==> src/rtl/eeprom_seq_pkg.sv <==
// Shared definitions for the EEPROM transaction sequencer.
//   state_t  : sequencer FSM states
//   MODE_*   : MODE input encodings (3 is reserved and behaves like MODE_WV)
//   clog2w() : clog2 clamped to a minimum width of 1
package eeprom_seq_pkg;

    typedef enum logic [2:0] {
        ST_IDLE,
        ST_LOAD,
        ST_GAP,
        ST_PULSE,
        ST_WAIT_ACK,
        ST_CHECK,
        ST_PHASE_SW,
        ST_DONE
    } state_t;

    localparam logic [1:0] MODE_WV = 2'd0;  // write then verify
    localparam logic [1:0] MODE_WO = 2'd1;  // write only
    localparam logic [1:0] MODE_RO = 2'd2;  // read/verify only

    function automatic int clog2w(input int n);
        return (n <= 1) ? 1 : $clog2(n);
    endfunction

endpackage

==> src/rtl/ack_edge_timer.sv <==
// ACK rising-edge detector plus ACK timeout down-counter.
//   CLK, RESET_N : clock, synchronous active-low reset
//   ACK          : controller acknowledge (same clock domain)
//   clr          : reload the timer with ACK_TIMEOUT
//   en           : count down one step per cycle
//   ack_rise     : ACK_q & ~ACK_qq
//   expired      : high in the last enabled cycle of the timeout window
module ack_edge_timer
    import eeprom_seq_pkg::*;
#(
    parameter int ACK_TIMEOUT = 4096
) (
    input  logic CLK,
    input  logic RESET_N,
    input  logic ACK,
    input  logic clr,
    input  logic en,
    output logic ack_rise,
    output logic expired
);

    localparam int TMR_W = clog2w(ACK_TIMEOUT + 1);

    logic             ack_q;
    logic             ack_qq;
    logic [TMR_W-1:0] tmr;

    always_ff @(posedge CLK) begin
        if (!RESET_N) begin
            ack_q  <= 1'b0;
            ack_qq <= 1'b0;
            tmr    <= '0;
        end else begin
            ack_q  <= ACK;
            ack_qq <= ack_q;
            if (clr)
                tmr <= TMR_W'(ACK_TIMEOUT);
            else if (en && tmr != '0)
                tmr <= tmr - 1'b1;
        end
    end

    assign ack_rise = ack_q & ~ack_qq;
    // Terminal count at 1 so that exactly ACK_TIMEOUT enabled cycles elapse.
    assign expired  = en && (tmr == TMR_W'(1));

endmodule

==> src/rtl/eeprom_txn_sequencer.sv <==
// Table-driven EEPROM write/verify sequencer.
//   START/MODE           : launch a sequence (write+verify, write only, read only)
//   TBL_IDX -> TBL_ADDR/TBL_DATA : combinational table lookup
//   WR/RD/ADDR/DATA_O/DATA_OE    : request side of the EEPROM controller
//   DATA_I/ACK           : controller response
//   BUSY/DONE/TIMEOUT_ERR: status; PASS_CNT/FAIL_CNT/FIRST_FAIL_IDX: verify results
//
// state       | meaning
// ------------+----------------------------------------------
// ST_IDLE     | waiting for START
// ST_LOAD     | latch address/data from the table entry
// ST_GAP      | GAP_CYC idle cycles before the request pulse
// ST_PULSE    | WR or RD high for PULSE_CYC cycles
// ST_WAIT_ACK | wait for ACK rising edge or timeout
// ST_CHECK    | compare read-back data with expected value
// ST_PHASE_SW | PHASE_GAP idle cycles (min 1) between write and read phases
// ST_DONE     | one cycle; DONE pulse unless a timeout ended the run
module eeprom_txn_sequencer
    import eeprom_seq_pkg::*;
#(
    parameter int ADDR_W      = 11,
    parameter int DATA_W      = 8,
    parameter int NUM_TXN     = 16,
    parameter int GAP_CYC     = 5,
    parameter int PULSE_CYC   = 1,
    parameter int PHASE_GAP   = 10,
    parameter int ACK_TIMEOUT = 4096
) (
    input  logic                               CLK,
    input  logic                               RESET_N,
    input  logic                               START,
    input  logic [1:0]                         MODE,
    output logic [clog2w(NUM_TXN)-1:0]         TBL_IDX,
    input  logic [ADDR_W-1:0]                  TBL_ADDR,
    input  logic [DATA_W-1:0]                  TBL_DATA,
    output logic                               WR,
    output logic                               RD,
    output logic [ADDR_W-1:0]                  ADDR,
    output logic [DATA_W-1:0]                  DATA_O,
    output logic                               DATA_OE,
    input  logic [DATA_W-1:0]                  DATA_I,
    input  logic                               ACK,
    output logic                               BUSY,
    output logic                               DONE,
    output logic                               TIMEOUT_ERR,
    output logic [clog2w(NUM_TXN+1)-1:0]       PASS_CNT,
    output logic [clog2w(NUM_TXN+1)-1:0]       FAIL_CNT,
    output logic [clog2w(NUM_TXN)-1:0]         FIRST_FAIL_IDX
);

    localparam int IDX_W   = clog2w(NUM_TXN);
    localparam int DLY_MAX = (GAP_CYC > PULSE_CYC)
                           ? ((GAP_CYC > PHASE_GAP) ? GAP_CYC : PHASE_GAP)
                           : ((PULSE_CYC > PHASE_GAP) ? PULSE_CYC : PHASE_GAP);
    localparam int DLY_W   = clog2w(DLY_MAX + 1);
    localparam int PSW_LD  = (PHASE_GAP > 0) ? PHASE_GAP - 1 : 0;

    state_t             state, state_nxt;
    logic               phase_rd;
    logic [1:0]         mode_q;
    logic [IDX_W-1:0]   idx;
    logic [DLY_W-1:0]   dly;
    logic [DATA_W-1:0]  expected;
    logic [DATA_W-1:0]  rd_data;
    logic               last_txn;
    logic               adv_go;
    state_t             adv_state;
    logic               tmr_clr, tmr_en, ack_rise, expired;

    ack_edge_timer #(.ACK_TIMEOUT(ACK_TIMEOUT)) u_ack_tmr (
        .CLK      (CLK),
        .RESET_N  (RESET_N),
        .ACK      (ACK),
        .clr      (tmr_clr),
        .en       (tmr_en),
        .ack_rise (ack_rise),
        .expired  (expired)
    );

    assign last_txn = (idx == IDX_W'(NUM_TXN - 1));

    always_comb begin
        adv_state = ST_DONE;
        if (!last_txn)
            adv_state = ST_LOAD;
        else if (!phase_rd && mode_q != MODE_WO && mode_q != MODE_RO)
            adv_state = ST_PHASE_SW;
    end

    always_ff @(posedge CLK) begin
        if (!RESET_N)
            state <= ST_IDLE;
        else
            state <= state_nxt;
    end

    always_comb begin
        state_nxt = state;
        tmr_clr   = 1'b1;
        tmr_en    = 1'b0;
        adv_go    = 1'b0;
        case (state)
            ST_IDLE:     if (START) state_nxt = ST_LOAD;
            ST_LOAD:     state_nxt = ST_GAP;
            ST_GAP:      if (dly == '0) state_nxt = ST_PULSE;
            ST_PULSE:    if (dly == '0) state_nxt = ST_WAIT_ACK;
            ST_WAIT_ACK: begin
                tmr_clr = 1'b0;
                tmr_en  = 1'b1;
                if (ack_rise) begin
                    if (phase_rd) begin
                        state_nxt = ST_CHECK;
                    end else begin
                        state_nxt = adv_state;
                        adv_go    = 1'b1;
                    end
                end else if (expired) begin
                    state_nxt = ST_DONE;
                end
            end
            ST_CHECK: begin
                state_nxt = adv_state;
                adv_go    = 1'b1;
            end
            ST_PHASE_SW: if (dly == '0) state_nxt = ST_LOAD;
            ST_DONE:     state_nxt = ST_IDLE;
            default:     state_nxt = ST_IDLE;
        endcase
    end

    always_ff @(posedge CLK) begin
        if (!RESET_N) begin
            phase_rd       <= 1'b0;
            mode_q         <= MODE_WV;
            idx            <= '0;
            dly            <= '0;
            expected       <= '0;
            rd_data        <= '0;
            ADDR           <= '0;
            DATA_O         <= '0;
            DATA_OE        <= 1'b0;
            TIMEOUT_ERR    <= 1'b0;
            PASS_CNT       <= '0;
            FAIL_CNT       <= '0;
            FIRST_FAIL_IDX <= '0;
        end else begin
            case (state)
                ST_IDLE: if (START) begin
                    PASS_CNT       <= '0;
                    FAIL_CNT       <= '0;
                    FIRST_FAIL_IDX <= '0;
                    TIMEOUT_ERR    <= 1'b0;
                    DATA_OE        <= 1'b0;
                    idx            <= '0;
                    mode_q         <= MODE;
                    phase_rd       <= (MODE == MODE_RO);
                end
                ST_LOAD: begin
                    ADDR     <= TBL_ADDR;
                    expected <= TBL_DATA;
                    dly      <= DLY_W'(GAP_CYC - 1);
                    if (!phase_rd) begin
                        DATA_O  <= TBL_DATA;
                        DATA_OE <= 1'b1;
                    end
                end
                ST_GAP: begin
                    if (dly == '0)
                        dly <= DLY_W'(PULSE_CYC - 1);
                    else
                        dly <= dly - 1'b1;
                end
                ST_PULSE, ST_PHASE_SW: if (dly != '0) dly <= dly - 1'b1;
                ST_WAIT_ACK: begin
                    if (ack_rise) begin
                        if (phase_rd) rd_data <= DATA_I;
                    end else if (expired) begin
                        TIMEOUT_ERR <= 1'b1;
                        DATA_OE     <= 1'b0;
                    end
                end
                ST_CHECK: begin
                    if (rd_data == expected) begin
                        PASS_CNT <= PASS_CNT + 1'b1;
                    end else begin
                        FAIL_CNT <= FAIL_CNT + 1'b1;
                        if (FAIL_CNT == '0) FIRST_FAIL_IDX <= idx;
                    end
                end
                default: ;
            endcase

            // Shared end-of-transaction bookkeeping for write ACK and CHECK.
            if (adv_go) begin
                case (adv_state)
                    ST_LOAD:     idx <= idx + 1'b1;
                    ST_PHASE_SW: begin
                        DATA_OE  <= 1'b0;
                        phase_rd <= 1'b1;
                        idx      <= '0;
                        dly      <= DLY_W'(PSW_LD);
                    end
                    default:     DATA_OE <= 1'b0;
                endcase
            end
        end
    end

    assign TBL_IDX = idx;
    assign WR      = (state == ST_PULSE) && !phase_rd;
    assign RD      = (state == ST_PULSE) &&  phase_rd;
    assign BUSY    = (state != ST_IDLE) && (state != ST_DONE);
    assign DONE    = (state == ST_DONE) && !TIMEOUT_ERR;

endmodule

==> config.mk <==
export PLATFORM = sky130hd
export DESIGN_NAME = eeprom_txn_sequencer
export DESIGN_NICKNAME = d
export VERILOG_FILES = /design/src/rtl/eeprom_seq_pkg.sv /design/src/rtl/ack_edge_timer.sv /design/src/rtl/eeprom_txn_sequencer.sv
export SDC_FILE = /design/constraint.sdc
export NUM_CORES = 1
export LEC_CHECK = 0
export CAP_MARGIN = 20
export CORE_UTILIZATION = 55
export CTS_BUF_LIST = sky130_fd_sc_hd__clkbuf_16
export DETAILED_ROUTE_END_ITERATION = 16
export PLACE_DENSITY = 0.87
export SYNTH_ARGS = -nofsm -noshare
export SYNTH_HDL_FRONTEND = slang
export SYNTH_SLANG_ARGS = --single-unit
export TNS_END_PERCENT = 1
==> constraint.sdc <==
create_clock -name CLK -period 3.18 [get_ports CLK]
set_input_delay 0.477 -clock CLK [delete_from_list [all_inputs] [get_ports CLK]]
set_output_delay 0.477 -clock CLK [all_outputs]
set_load 0.01 [all_outputs]
==> results.json <==
{
  "grt_util_all_layers_pct": 27.6,
  "routed_wl_mm": 9.51,
  "die_h_um": 86.6,
  "syn_inst": 471,
  "grt_start_max_net_pins": 31,
  "grt_pass1_vias": 3585,
  "rsz0062_at_grt": "false",
  "cts_max_path_buffers": 2,
  "fmax_mhz": 376,
  "p_leak_nw": 1.88,
  "maxCapViolations": 0,
  "yosysTopAreaCell": "dfxtp_1",
  "cp_slowest_cell": "dfxtp_1",
  "antenna_found_initial": 0,
  "timing_hold_violations_final": 0,
  "start_kind": "flip-flop",
  "pwr_density_cell_mw_per_mm2": 620,
  "drv_slew": 0,
  "synth-seq-cells": 80,
  "antennaDiodeCount": 0,
  "cts_root_buffer": "clkbuf_16",
  "worstMarginPinSlew_ns": 0.688,
  "worstSetupPathType": "reg2out",
  "cts_buffers": 9,
  "num_rows": 30,
  "chipWidth_um": 86.6,
  "overflow": 0,
  "post_cts_buffers": 0,
  "max_stage_delay_ns": 0.73,
  "p_int_mw": 2.09,
  "clkTransAtPathRegs_ns": 0.06,
  "drt_iter0_markers": 302,
  "die_area_mm2": 0.00751,
  "power_mw": 3.13,
  "irDropWorstVdd_mv": 0.312,
  "synth_ff_type": "dfxtp_1",
  "crit_chain": "nand2_1 > nor3b_1 > clkdlybuf4s50_1",
  "route.detailed.drc": 0,
  "synth_edf_count": 0,
  "cts.hold.buffers_added": 0,
  "netlist_top_cells_area": "dfxtp_1, nand2_1, a21oi_1",
  "r2r_start": "state[0]$_SDFFE_PN0P_",
  "status": "finished, final reports clean",
  "numPortBuffers": 75,
  "core_area_mm2": 0.00687,
  "skew_ns": 0.00627,
  "cts_max_level": 3,
  "grt_pass1_wl_mm": 16.3,
  "synth_top_area_share_pct": 40.6,
  "required_ns": 2.70,
  "synth_common_cells": "nand2_1, dfxtp_1, a21oi_1, nor2_1, nand3_1",
  "timing.final.crit_share_pct": 83.7,
  "syn2layout_area_growth_pct": 28.1,
  "comb_power_share_pct": 28.3,
  "start_util_pct": 57.4,
  "cts.repair.resized": 0,
  "ys_types": 66,
  "fin_crit_ns": 2.66,
  "avgSynthCellArea_um2": 8.37,
  "critPathCaptureType": "output pin",
  "cts_sinks": 80,
  "hp-start": "ADDR[3]$_SDFFE_PN0P_",
  "p_seq_share_pct": 38.9,
  "worstSkewPairLatency_ns": 0.34,
  "gp_congestion": 0.839,
  "setup_tns_ns": 0,
  "dpl.hpwl_mm": 6.64,
  "drtAntennaViolNets": 0,
  "drt-wirelength-per-cell_um": 14.9,
  "yosysMostFrequentCell": "nand2_1",
  "p_clk_share_pct": 32.8,
  "synth_nets": 513,
  "crit_start": "state[0]$_SDFFE_PN0P_",
  "swShare_pct": 33.1,
  "dr.pass1.iters": 5,
  "relSlewSlack_pct": 54.1,
  "p_switching_mw": 1.04,
  "hold_path_class": "reg2reg",
  "ios": 76,
  "ys_warn_count": 0,
  "seq_area_frac_synth_pct": 40.6,
  "finalSetupViolCount": 0,
  "nets": 578,
  "async_reset_ff_share_pct": 0,
  "arrival_ns": 2.18,
  "vias": 3756,
  "cp_max_fo": 24,
  "via_per_inst": 5.90,
  "drive_gt1_share_pct": 6.28,
  "cts_tree": "done",
  "syn_area_mm2": 0.00394
}
-- metal layers --
metal	vias up	GRT usage, %	share of wire (%)
li1	1825	-	-
met1	1762	35.1	43
met2	146	44.3	47
met3	23	6.10	7.3
met4	0	13.5	2.6
met5	-	0	0
-- stage by stage --
stage | worst slack (ns) | utilization (%) | cells | hold slack (ns) | cell area [µm²]
3_5_place_dp | 0.730 | 69.1 | 621 | 0.451 | 4750
2_1_floorplan | 1.32 | - | 471 | 0.438 | 3940
4_1_cts | 0.515 | 73.5 | 637 | 0.463 | 5050
6_report | 0.519 | 73.5 | 637 | 0.459 | 5050
3_3_place_gp | 0.862 | 69.1 | 621 | 0.444 | 4750
5_1_grt | 0.292 | 73.5 | 637 | 0.484 | 5050
-- logic make-up (layout without fill, tap and decap cells) --
logic type / Yosys count / count (layout) / synth area share [%]
adder cells (fa/ha/maj): 9 / 9 / 2.86
XOR/XNOR: 13 / 13 / 2.89
flip-flops: 80 / 80 / 40.6
AO/OA/AOI/OAI: 107 / 107 / 18.1
AND/OR/NAND/NOR: 204 / 204 / 26.5
multiplexers: 19 / 19 / 4.83
buffers and inverters: 39 / 109 / 4.16
-- flip-flops by register name (all words and copies together) (netlist names) --
register	cells
u_ack_tmr.tmr	13
ADDR	11
DATA_O	8
expected	8
rd_data	8
FAIL_CNT	5
PASS_CNT	5
FIRST_FAIL_IDX	4
TBL_IDX	4
dly	4
state	3
mode_q	2
DATA_OE	1
TIMEOUT_ERR	1
phase_rd	1
u_ack_tmr.ack_q	1
u_ack_tmr.ack_qq	1
-- critical path, delay by kind of cell, from the launching register on --
family | cells | cell delay (ns)
flip-flops | 1 | 0.73
buffers and inverters | 1 | 0.57
AND/OR/NAND/NOR | 2 | 0.54
-- area by class of cell --
type | instances | area [µm²]
multi-input cells | 352 | 2180
fillers | 522 | 1820
flip-flops and latches | 80 | 1600
repair buffers | 83 | 811
clock buffers | 9 | 225
well taps | 96 | 120
clock inverters | 7 | 72.6
inverters | 10 | 37.5
-- power groups by stage --
stage          registers, mW  logic (mW)  clock network, mW
4_1_cts                 1.21       0.883               1.04
6_report                1.22       0.885               1.03
3_5_place_dp            1.23       0.872                  0
2_1_floorplan           1.20       0.588                  0
5_1_grt                 1.24       0.983               1.09
3_3_place_gp            1.23       0.845                  0
-- placed cells by master, fill, tap and decap left out, types with 10 or more instances in the layout --
master / n
xor2_1: 11
clkdlybuf4s50_1: 75
or3_1: 10
nand2_1: 82
a21oi_1: 52
inv_1: 10
dfxtp_1: 80
mux2i_1: 19
nand3_1: 21
nor2_1: 27
-- worst paths after layout --
kind,cells after the start,slack [ns],end
min,2,0.46,ADDR[3]$_SDFFE_PN0P_
max,3,0.52,DONE
min reg2reg,2,0.46,ADDR[3]$_SDFFE_PN0P_
max reg2reg,4,0.71,DATA_OE$_SDFF_PN0_
Note: power is estimated with default switching activity, not from simulation.
